==> src/rtl/apb_master_bridge_if.sv <==
// Signal bundle between the command/response client, the bridge and the
// APB slave side. The master modport is the bridge's view; the slave
// modport is the view of whatever drives commands and answers APB.
interface apb_master_bridge_if #(
    parameter int AW = 32,
    parameter int DW = 32
);
    // command channel
    logic              cmd_valid;
    logic              cmd_ready;
    logic              cmd_write;
    logic [AW-1:0]     cmd_addr;
    logic [DW-1:0]     cmd_wdata;
    logic [DW/8-1:0]   cmd_strb;
    // response channel
    logic              rsp_valid;
    logic              rsp_ready;
    logic [DW-1:0]     rsp_rdata;
    logic              rsp_err;
    // APB bus
    logic [AW-1:0]     PADDR;
    logic [1:0]        PSEL;
    logic              PENABLE;
    logic              PWRITE;
    logic [DW-1:0]     PWDATA;
    logic [DW/8-1:0]   PSTRB;
    logic [2:0]        PPROT;
    logic              PREADY;
    logic [DW-1:0]     PRDATA;
    logic              PSLVERR;

    modport master (
        input  cmd_valid, cmd_write, cmd_addr, cmd_wdata, cmd_strb,
        output cmd_ready,
        output rsp_valid, rsp_rdata, rsp_err,
        input  rsp_ready,
        output PADDR, PSEL, PENABLE, PWRITE, PWDATA, PSTRB, PPROT,
        input  PREADY, PRDATA, PSLVERR
    );

    modport slave (
        output cmd_valid, cmd_write, cmd_addr, cmd_wdata, cmd_strb,
        input  cmd_ready,
        input  rsp_valid, rsp_rdata, rsp_err,
        output rsp_ready,
        input  PADDR, PSEL, PENABLE, PWRITE, PWDATA, PSTRB, PPROT,
        output PREADY, PRDATA, PSLVERR
    );
endinterface

==> src/rtl/apb_master_bridge.sv <==
// Single-outstanding command-to-APB bridge. A command is accepted in IDLE,
// driven as an APB SETUP/ACCESS pair to one of two slaves (chosen by one
// address bit), and its result is held in RESP until the client takes it.
// A slave that never raises PREADY is abandoned after TIMEOUT ACCESS cycles
// and reported as an error. Every output comes straight from a flop.
module apb_master_bridge #(
    parameter int AW      = 32,
    parameter int DW      = 32,
    parameter int SEL_BIT = 12,
    parameter int TIMEOUT = 16
) (
    input  logic                 PCLK,
    input  logic                 PRESETn,
    apb_master_bridge_if.master  bus
);

    localparam int SW = DW / 8;
    localparam int CW = $clog2(TIMEOUT + 1);
    // Wait-counter value seen in the last ACCESS cycle before giving up.
    localparam logic [CW-1:0] WAIT_LAST = CW'(TIMEOUT - 1);

    typedef enum logic [1:0] {
        ST_IDLE   = 2'd0,
        ST_SETUP  = 2'd1,
        ST_ACCESS = 2'd2,
        ST_RESP   = 2'd3
    } state_t;

    state_t          state_q,     state_d;
    logic [CW-1:0]   wait_cnt_q,  wait_cnt_d;
    logic            cmd_ready_q, cmd_ready_d;
    logic [AW-1:0]   paddr_q,     paddr_d;
    logic [1:0]      psel_q,      psel_d;
    logic            penable_q,   penable_d;
    logic            pwrite_q,    pwrite_d;
    logic [DW-1:0]   pwdata_q,    pwdata_d;
    logic [SW-1:0]   pstrb_q,     pstrb_d;
    logic            rsp_valid_q, rsp_valid_d;
    logic [DW-1:0]   rsp_rdata_q, rsp_rdata_d;
    logic            rsp_err_q,   rsp_err_d;

    // Next-state and next-output decode; every register holds unless its
    // state says otherwise.
    always_comb begin
        state_d     = state_q;
        wait_cnt_d  = wait_cnt_q;
        cmd_ready_d = cmd_ready_q;
        paddr_d     = paddr_q;
        psel_d      = psel_q;
        penable_d   = penable_q;
        pwrite_d    = pwrite_q;
        pwdata_d    = pwdata_q;
        pstrb_d     = pstrb_q;
        rsp_valid_d = rsp_valid_q;
        rsp_rdata_d = rsp_rdata_q;
        rsp_err_d   = rsp_err_q;

        case (state_q)
            ST_IDLE: begin
                // cmd_ready is a flop, so it rises on the first edge after
                // reset release and stays up while idle.
                cmd_ready_d = 1'b1;
                if (bus.cmd_valid && cmd_ready_q) begin
                    state_d     = ST_SETUP;
                    cmd_ready_d = 1'b0;
                    paddr_d     = bus.cmd_addr;
                    pwrite_d    = bus.cmd_write;
                    penable_d   = 1'b0;
                    psel_d      = bus.cmd_addr[SEL_BIT] ? 2'b10 : 2'b01;
                    if (bus.cmd_write) begin
                        pwdata_d = bus.cmd_wdata;
                        pstrb_d  = bus.cmd_strb;
                    end else begin
                        // Reads leave PWDATA untouched and drive no strobes.
                        pwdata_d = pwdata_q;
                        pstrb_d  = {SW{1'b0}};
                    end
                end else begin
                    state_d = ST_IDLE;
                end
            end

            ST_SETUP: begin
                state_d    = ST_ACCESS;
                penable_d  = 1'b1;
                wait_cnt_d = {CW{1'b0}};
            end

            ST_ACCESS: begin
                if (bus.PREADY) begin
                    state_d     = ST_RESP;
                    psel_d      = 2'b00;
                    penable_d   = 1'b0;
                    rsp_valid_d = 1'b1;
                    rsp_err_d   = bus.PSLVERR;
                    rsp_rdata_d = pwrite_q ? {DW{1'b0}} : bus.PRDATA;
                end else if (wait_cnt_q == WAIT_LAST) begin
                    // Slave never answered: drop the bus and report an error.
                    state_d     = ST_RESP;
                    psel_d      = 2'b00;
                    penable_d   = 1'b0;
                    rsp_valid_d = 1'b1;
                    rsp_err_d   = 1'b1;
                    rsp_rdata_d = {DW{1'b0}};
                end else begin
                    wait_cnt_d = wait_cnt_q + CW'(1);
                end
            end

            ST_RESP: begin
                if (bus.rsp_ready) begin
                    state_d     = ST_IDLE;
                    rsp_valid_d = 1'b0;
                    cmd_ready_d = 1'b1;
                end else begin
                    state_d = ST_RESP;
                end
            end

            default: begin
                state_d     = ST_IDLE;
                cmd_ready_d = 1'b0;
                psel_d      = 2'b00;
                penable_d   = 1'b0;
                rsp_valid_d = 1'b0;
            end
        endcase
    end

    // State and output registers; reset aborts any transfer in flight.
    always_ff @(posedge PCLK or negedge PRESETn) begin
        if (!PRESETn) begin
            state_q     <= ST_IDLE;
            wait_cnt_q  <= {CW{1'b0}};
            cmd_ready_q <= 1'b0;
            paddr_q     <= {AW{1'b0}};
            psel_q      <= 2'b00;
            penable_q   <= 1'b0;
            pwrite_q    <= 1'b0;
            pwdata_q    <= {DW{1'b0}};
            pstrb_q     <= {SW{1'b0}};
            rsp_valid_q <= 1'b0;
            rsp_rdata_q <= {DW{1'b0}};
            rsp_err_q   <= 1'b0;
        end else begin
            state_q     <= state_d;
            wait_cnt_q  <= wait_cnt_d;
            cmd_ready_q <= cmd_ready_d;
            paddr_q     <= paddr_d;
            psel_q      <= psel_d;
            penable_q   <= penable_d;
            pwrite_q    <= pwrite_d;
            pwdata_q    <= pwdata_d;
            pstrb_q     <= pstrb_d;
            rsp_valid_q <= rsp_valid_d;
            rsp_rdata_q <= rsp_rdata_d;
            rsp_err_q   <= rsp_err_d;
        end
    end

    assign bus.cmd_ready = cmd_ready_q;
    assign bus.PADDR     = paddr_q;
    assign bus.PSEL      = psel_q;
    assign bus.PENABLE   = penable_q;
    assign bus.PWRITE    = pwrite_q;
    assign bus.PWDATA    = pwdata_q;
    assign bus.PSTRB     = pstrb_q;
    assign bus.PPROT     = 3'b000;
    assign bus.rsp_valid = rsp_valid_q;
    assign bus.rsp_rdata = rsp_rdata_q;
    assign bus.rsp_err   = rsp_err_q;

endmodule

==> src/flat_wrapper.sv <==
// flat-port wrapper written by rule: the top's interface ports become plain ports
module apb_master_bridge_flat 
#(
    parameter int AW      = 32,
    parameter int DW      = 32,
    parameter int SEL_BIT = 12,
    parameter int TIMEOUT = 16
)
  (PCLK, PRESETn, bus_cmd_valid, bus_cmd_write, bus_cmd_addr, bus_cmd_wdata, bus_cmd_strb, bus_cmd_ready, bus_rsp_valid, bus_rsp_rdata, bus_rsp_err, bus_rsp_ready, bus_PADDR, bus_PSEL, bus_PENABLE, bus_PWRITE, bus_PWDATA, bus_PSTRB, bus_PPROT, bus_PREADY, bus_PRDATA, bus_PSLVERR);
  apb_master_bridge_if #(.AW(AW), .DW(DW)) bus_i ();
  input  logic PCLK;
  input  logic PRESETn;
  input wire logic [$bits(bus_i.cmd_valid)-1:0] bus_cmd_valid;
  input wire logic [$bits(bus_i.cmd_write)-1:0] bus_cmd_write;
  input wire logic [$bits(bus_i.cmd_addr)-1:0] bus_cmd_addr;
  input wire logic [$bits(bus_i.cmd_wdata)-1:0] bus_cmd_wdata;
  input wire logic [$bits(bus_i.cmd_strb)-1:0] bus_cmd_strb;
  output wire logic [$bits(bus_i.cmd_ready)-1:0] bus_cmd_ready;
  output wire logic [$bits(bus_i.rsp_valid)-1:0] bus_rsp_valid;
  output wire logic [$bits(bus_i.rsp_rdata)-1:0] bus_rsp_rdata;
  output wire logic [$bits(bus_i.rsp_err)-1:0] bus_rsp_err;
  input wire logic [$bits(bus_i.rsp_ready)-1:0] bus_rsp_ready;
  output wire logic [$bits(bus_i.PADDR)-1:0] bus_PADDR;
  output wire logic [$bits(bus_i.PSEL)-1:0] bus_PSEL;
  output wire logic [$bits(bus_i.PENABLE)-1:0] bus_PENABLE;
  output wire logic [$bits(bus_i.PWRITE)-1:0] bus_PWRITE;
  output wire logic [$bits(bus_i.PWDATA)-1:0] bus_PWDATA;
  output wire logic [$bits(bus_i.PSTRB)-1:0] bus_PSTRB;
  output wire logic [$bits(bus_i.PPROT)-1:0] bus_PPROT;
  input wire logic [$bits(bus_i.PREADY)-1:0] bus_PREADY;
  input wire logic [$bits(bus_i.PRDATA)-1:0] bus_PRDATA;
  input wire logic [$bits(bus_i.PSLVERR)-1:0] bus_PSLVERR;
  assign bus_i.cmd_valid = bus_cmd_valid;
  assign bus_i.cmd_write = bus_cmd_write;
  assign bus_i.cmd_addr = bus_cmd_addr;
  assign bus_i.cmd_wdata = bus_cmd_wdata;
  assign bus_i.cmd_strb = bus_cmd_strb;
  assign bus_cmd_ready = bus_i.cmd_ready;
  assign bus_rsp_valid = bus_i.rsp_valid;
  assign bus_rsp_rdata = bus_i.rsp_rdata;
  assign bus_rsp_err = bus_i.rsp_err;
  assign bus_i.rsp_ready = bus_rsp_ready;
  assign bus_PADDR = bus_i.PADDR;
  assign bus_PSEL = bus_i.PSEL;
  assign bus_PENABLE = bus_i.PENABLE;
  assign bus_PWRITE = bus_i.PWRITE;
  assign bus_PWDATA = bus_i.PWDATA;
  assign bus_PSTRB = bus_i.PSTRB;
  assign bus_PPROT = bus_i.PPROT;
  assign bus_i.PREADY = bus_PREADY;
  assign bus_i.PRDATA = bus_PRDATA;
  assign bus_i.PSLVERR = bus_PSLVERR;
  apb_master_bridge #(.AW(AW), .DW(DW), .SEL_BIT(SEL_BIT), .TIMEOUT(TIMEOUT)) u_core (.PCLK(PCLK), .PRESETn(PRESETn), .bus(bus_i));
endmodule
==> config.mk <==
export PLATFORM = sky130hd
export DESIGN_NAME = apb_master_bridge_flat
export DESIGN_NICKNAME = d
export VERILOG_FILES = /design/src/rtl/apb_master_bridge_if.sv /design/src/rtl/apb_master_bridge.sv /design/src/flat_wrapper.sv
export SDC_FILE = /design/constraint.sdc
export NUM_CORES = 1
export LEC_CHECK = 0
export CAP_MARGIN = 20
export CORE_UTILIZATION = 45
export CTS_CLUSTER_SIZE = 20
export DETAILED_ROUTE_END_ITERATION = 10
export GPL_ROUTABILITY_DRIVEN = 0
export GPL_TIMING_DRIVEN = 0
export HOLD_SLACK_MARGIN = 0.15
export PLACE_DENSITY = 0.86
export SLEW_MARGIN = 20
export SYNTH_ARGS = -nofsm -noshare
export SYNTH_HDL_FRONTEND = slang
export SYNTH_SLANG_ARGS = --single-unit
==> constraint.sdc <==
create_clock -name PCLK -period 4.7 [get_ports PCLK]
set_clock_uncertainty 0.15 [all_clocks]
set_input_delay 0.705 -clock PCLK [delete_from_list [all_inputs] [get_ports PCLK]]
set_output_delay 0.705 -clock PCLK [all_outputs]
set_load 0.01 [all_outputs]
==> results.cfg <==
[synthesis]
synthXorXnorAreaFrac_pct = 0.186
synth_top_family_by_area = simple AND/OR/NAND/NOR gates
syn_inst = 439
synth_compound_area_share_pct = 9.73
synthSimpleGateAreaFrac_pct = 14.5
ys_ff_latch = 114
yosysUniqueCellTypes = 35
avgSynthCellArea_sq_um = 10.7
syn-cell-area_sq_um = 4700
synth.yosys.warnings = 0
synth_mux_area_share_pct = 10.5
ys_seq_area_share_pct = 60.6
synthAdderAreaFrac_pct = 0.532

[power_and_ir_drop]
power.leakage_uw = 0.00351
p_clk_share_pct = 24.5
power.share.switching_pct = 32.7
power_density_nw_per_um2 = 649
seq_power_share_pct = 33.9
peakVddDrop_mv = 0.376
finalPower_uw = 4940
p_int_uw = 3320
pwr-share-comb_pct = 41.6
p_switching_uw = 1620

[timing]
fin_ws_ps = 2260
slew_headroom_pct = 66.0
clock.fmax_mhz = 410
hold_viol = 0
rsz0062_at_grt = false
finalCriticalPeriod_ps = 2440
maxSlewViolCount = 0
min_period_over_period_pct = 51.9
tightest_slew_ps = 510
setup_viol_count_final = 0

[grt]
grt_util_met1_pct = 30.5
grt.overflow.total = 0
antenna_found_initial = 0
grt_pass1_wl_um = 22500
busiest_layer = met2
grt_start_max_net_pins = 63
globalRouteMet2Util_pct = 47.3
grtUsageTotal_pct = 27.1
grt_pass1_vias = 4492
grt_use_met3_pct = 8.96

[finish]
final_common_cell = clkdlybuf4s50_1
layout_common_cells = clkdlybuf4s50_1, nand2_1, dfrtp_1
nets = 784
drive_above_1_share_pct = 12.2
n_antenna_cell = 0
fillers = 651
area_delta_synth_final_pct = 61.8

[worst_setup_path]
crit_arrival_ps = 2640
critical_path_required_ps = 4910
critPathCaptureType = register
timing.critical_path.mode_cell = ha_1
slowest_delay_ps = 410
critPathLaunchType = register
crit_type = register to register
cpMaxStageDelayCell = dfrtp_1
crit_fanout = 10
cp_cell_sequence = ha_1 > and3_1 > ha_1 > or2_2 > nand3_1 > clkbuf_1 > o21ai_0

[clock_network]
postCtsSetupBuffers = 0
cts_root_buf = clkbuf_8
htree_levels = 4
clock-sinks = 114
clkTransAtPathRegs_ps = 60
insertion_delay_ps = 520
cts_tree = done
clockBufferDepth = 2
cts_buffers = 17

[floorplanning]
start_util_pct = 47.3
die_x_um = 104
die_h_um = 104
core.rowCount = 36
ios = 217
die_area_sq_um = 10900
core_area_sq_um = 9950

[placement]
portBuffers = 213
post-place-ws_ps = 2120
hpwl_um = 10200

[drt]
avgRoutedWirePerCell_um = 17.1
routed_via_density = 5.14
finalWirelength_um = 14000
drt_iter0_drc = 214
drc = 0
firstDrtPassIters = 5
ant_nets = 0
num_vias = 4217

[run]
maxCapViolCount = 0

[status]
run_status = finished, final reports clean

[worst_hold_path]
hp-class = register to register
power groups by stage:
stage	clock, uW	sequential [uW]	combinational, uW
after floorplan	0	1840	684
after global placement	0	1650	1970
after detailed placement	0	1680	2050
after CTS	1220	1670	2070
after global routing	1270	1720	2200
final	1210	1680	2050
critical path: cells and delay by family, from the launching register on:
| family | cells | cell delay [ps] |
|---|---|---|
| flip-flops | 1 | 410 |
| AND/OR/NAND/NOR | 3 | 700 |
| AO/OA/AOI/OAI | 1 | 210 |
| buffers and inverters | 1 | 360 |
| adder cells (fa/ha/maj) | 2 | 450 |
repair_timing:
| action | 4_1_cts | 5_1_grt |
|---|---|---|
| hold buffers | 1 | 0 |
| setup endpoints to repair | 0 | 0 |
| endpoints found under the hold margin | 52 | 0 |
| gates resized for setup | 0 | 0 |
cells in the mapped netlist:
| master | instances | area, sq um |
|---|---|---|
| inv_1 | 5 | 18.8 |
| o31ai_1 | 1 | 7.51 |
| a31oi_1 | 1 | 6.26 |
| dfrtp_1 | 114 | 2850 |
| a311oi_1 | 1 | 8.76 |
| clkbuf_1 | 16 | 60.1 |
| a22o_1 | 4 | 35.0 |
| and4_1 | 1 | 8.76 |
| a21oi_1 | 7 | 35.0 |
| ha_1 | 2 | 25.0 |
| nand2_4 | 1 | 11.3 |
| mux2_2 | 5 | 56.3 |
| or2_2 | 1 | 6.26 |
| nand4_1 | 1 | 6.26 |
| o21ai_0 | 70 | 350 |
| nor3_1 | 2 | 10.0 |
| nand3_1 | 6 | 30.0 |
| nor2b_1 | 1 | 6.26 |
| and3_1 | 2 | 12.5 |
| and4bb_4 | 1 | 16.3 |
| buf_1 | 1 | 3.75 |
| nand3b_1 | 1 | 7.51 |
| xor2_1 | 1 | 8.76 |
| nor3b_1 | 1 | 7.51 |
| nand2_1 | 143 | 537 |
| conb_1 | 1 | 3.75 |
| o211ai_1 | 1 | 7.51 |
| nor2_1 | 1 | 3.75 |
| nand4bb_1 | 1 | 11.3 |
| nand2b_1 | 1 | 6.26 |
| buf_2 | 9 | 45.0 |
| a22oi_1 | 1 | 7.51 |
| buf_6 | 3 | 33.8 |
| mux2_4 | 29 | 435 |
| buf_4 | 3 | 22.5 |
per-layer routing:
metal  wire length [um]  up-vias  share of wire [%]
li1                   -     1930                  -
met1               5440     2023                 39
met2               7120      235                 51
met3               1130       29                8.1
met4                329        0                2.3
met5                  0        -                  0
metrics by stage:
stage	area [sq um]	setup TNS, ps	util [%]	hold slack [ps]	instances
after floorplan	4710	0	-	259	441
after CTS	7610	0	76.4	318	821
after global routing	7610	0	76.4	334	821
after detailed placement	7040	0	70.7	305	788
after global placement	7010	-162920	70.4	305	787
final	7610	0	76.4	312	821
logic make-up (layout without fill, tap and decap cells):
kind of cell,after synthesis,after routing
simple gates,164,164
xor+xnor,1,1
flops,114,114
mux,34,34
other cells,1,3
compound gates,86,86
fa+ha+maj,2,2
buf+inv,37,284
area by class of cell:
class | instances | area, sq um | share of cell area [%]
sequential | 114 | 2850 | 37.5
timing repair buffer | 215 | 2170 | 28.5
multi-input combinational | 290 | 1680 | 22.0
clock buffer | 19 | 422 | 5.54
tap | 133 | 166 | 2.19
buffer | 32 | 165 | 2.17
clock inverter | 13 | 139 | 1.83
inverter | 5 | 18.8 | 0.247
worst paths after layout:
| kind | to | cells after the start | slack, ps | start |
|---|---|---|---|---|
| max | u_core.bus.rsp_rdata[2] | 7 | 2260 | u_core.wait_cnt_q[0] |
| min | u_core.bus.PSTRB[1] | 2 | 310 | u_core.bus.PSTRB[1] |
| max reg2reg | u_core.bus.rsp_rdata[2] | 7 | 2260 | u_core.wait_cnt_q[0] |
| min reg2reg | u_core.bus.PSTRB[1] | 2 | 310 | u_core.bus.PSTRB[1] |
| max in group asynchronous | u_core.bus.PADDR[24] | 3 | 3170 | PRESETn |
| min in group asynchronous | u_core.bus.rsp_rdata[7] | 2 | 560 | PRESETn |
state kept, by name, indices dropped and copies added (netlist names), 2 cells and up:
name and flops:
u_core.bus.PADDR 32, u_core.bus.PSEL 2, u_core.bus.PSTRB 4, u_core.bus.PWDATA 32, u_core.bus.rsp_rdata 32, u_core.state_q 2
u_core.wait_cnt_q 5
Note: power is estimated with default switching activity, not from simulation.
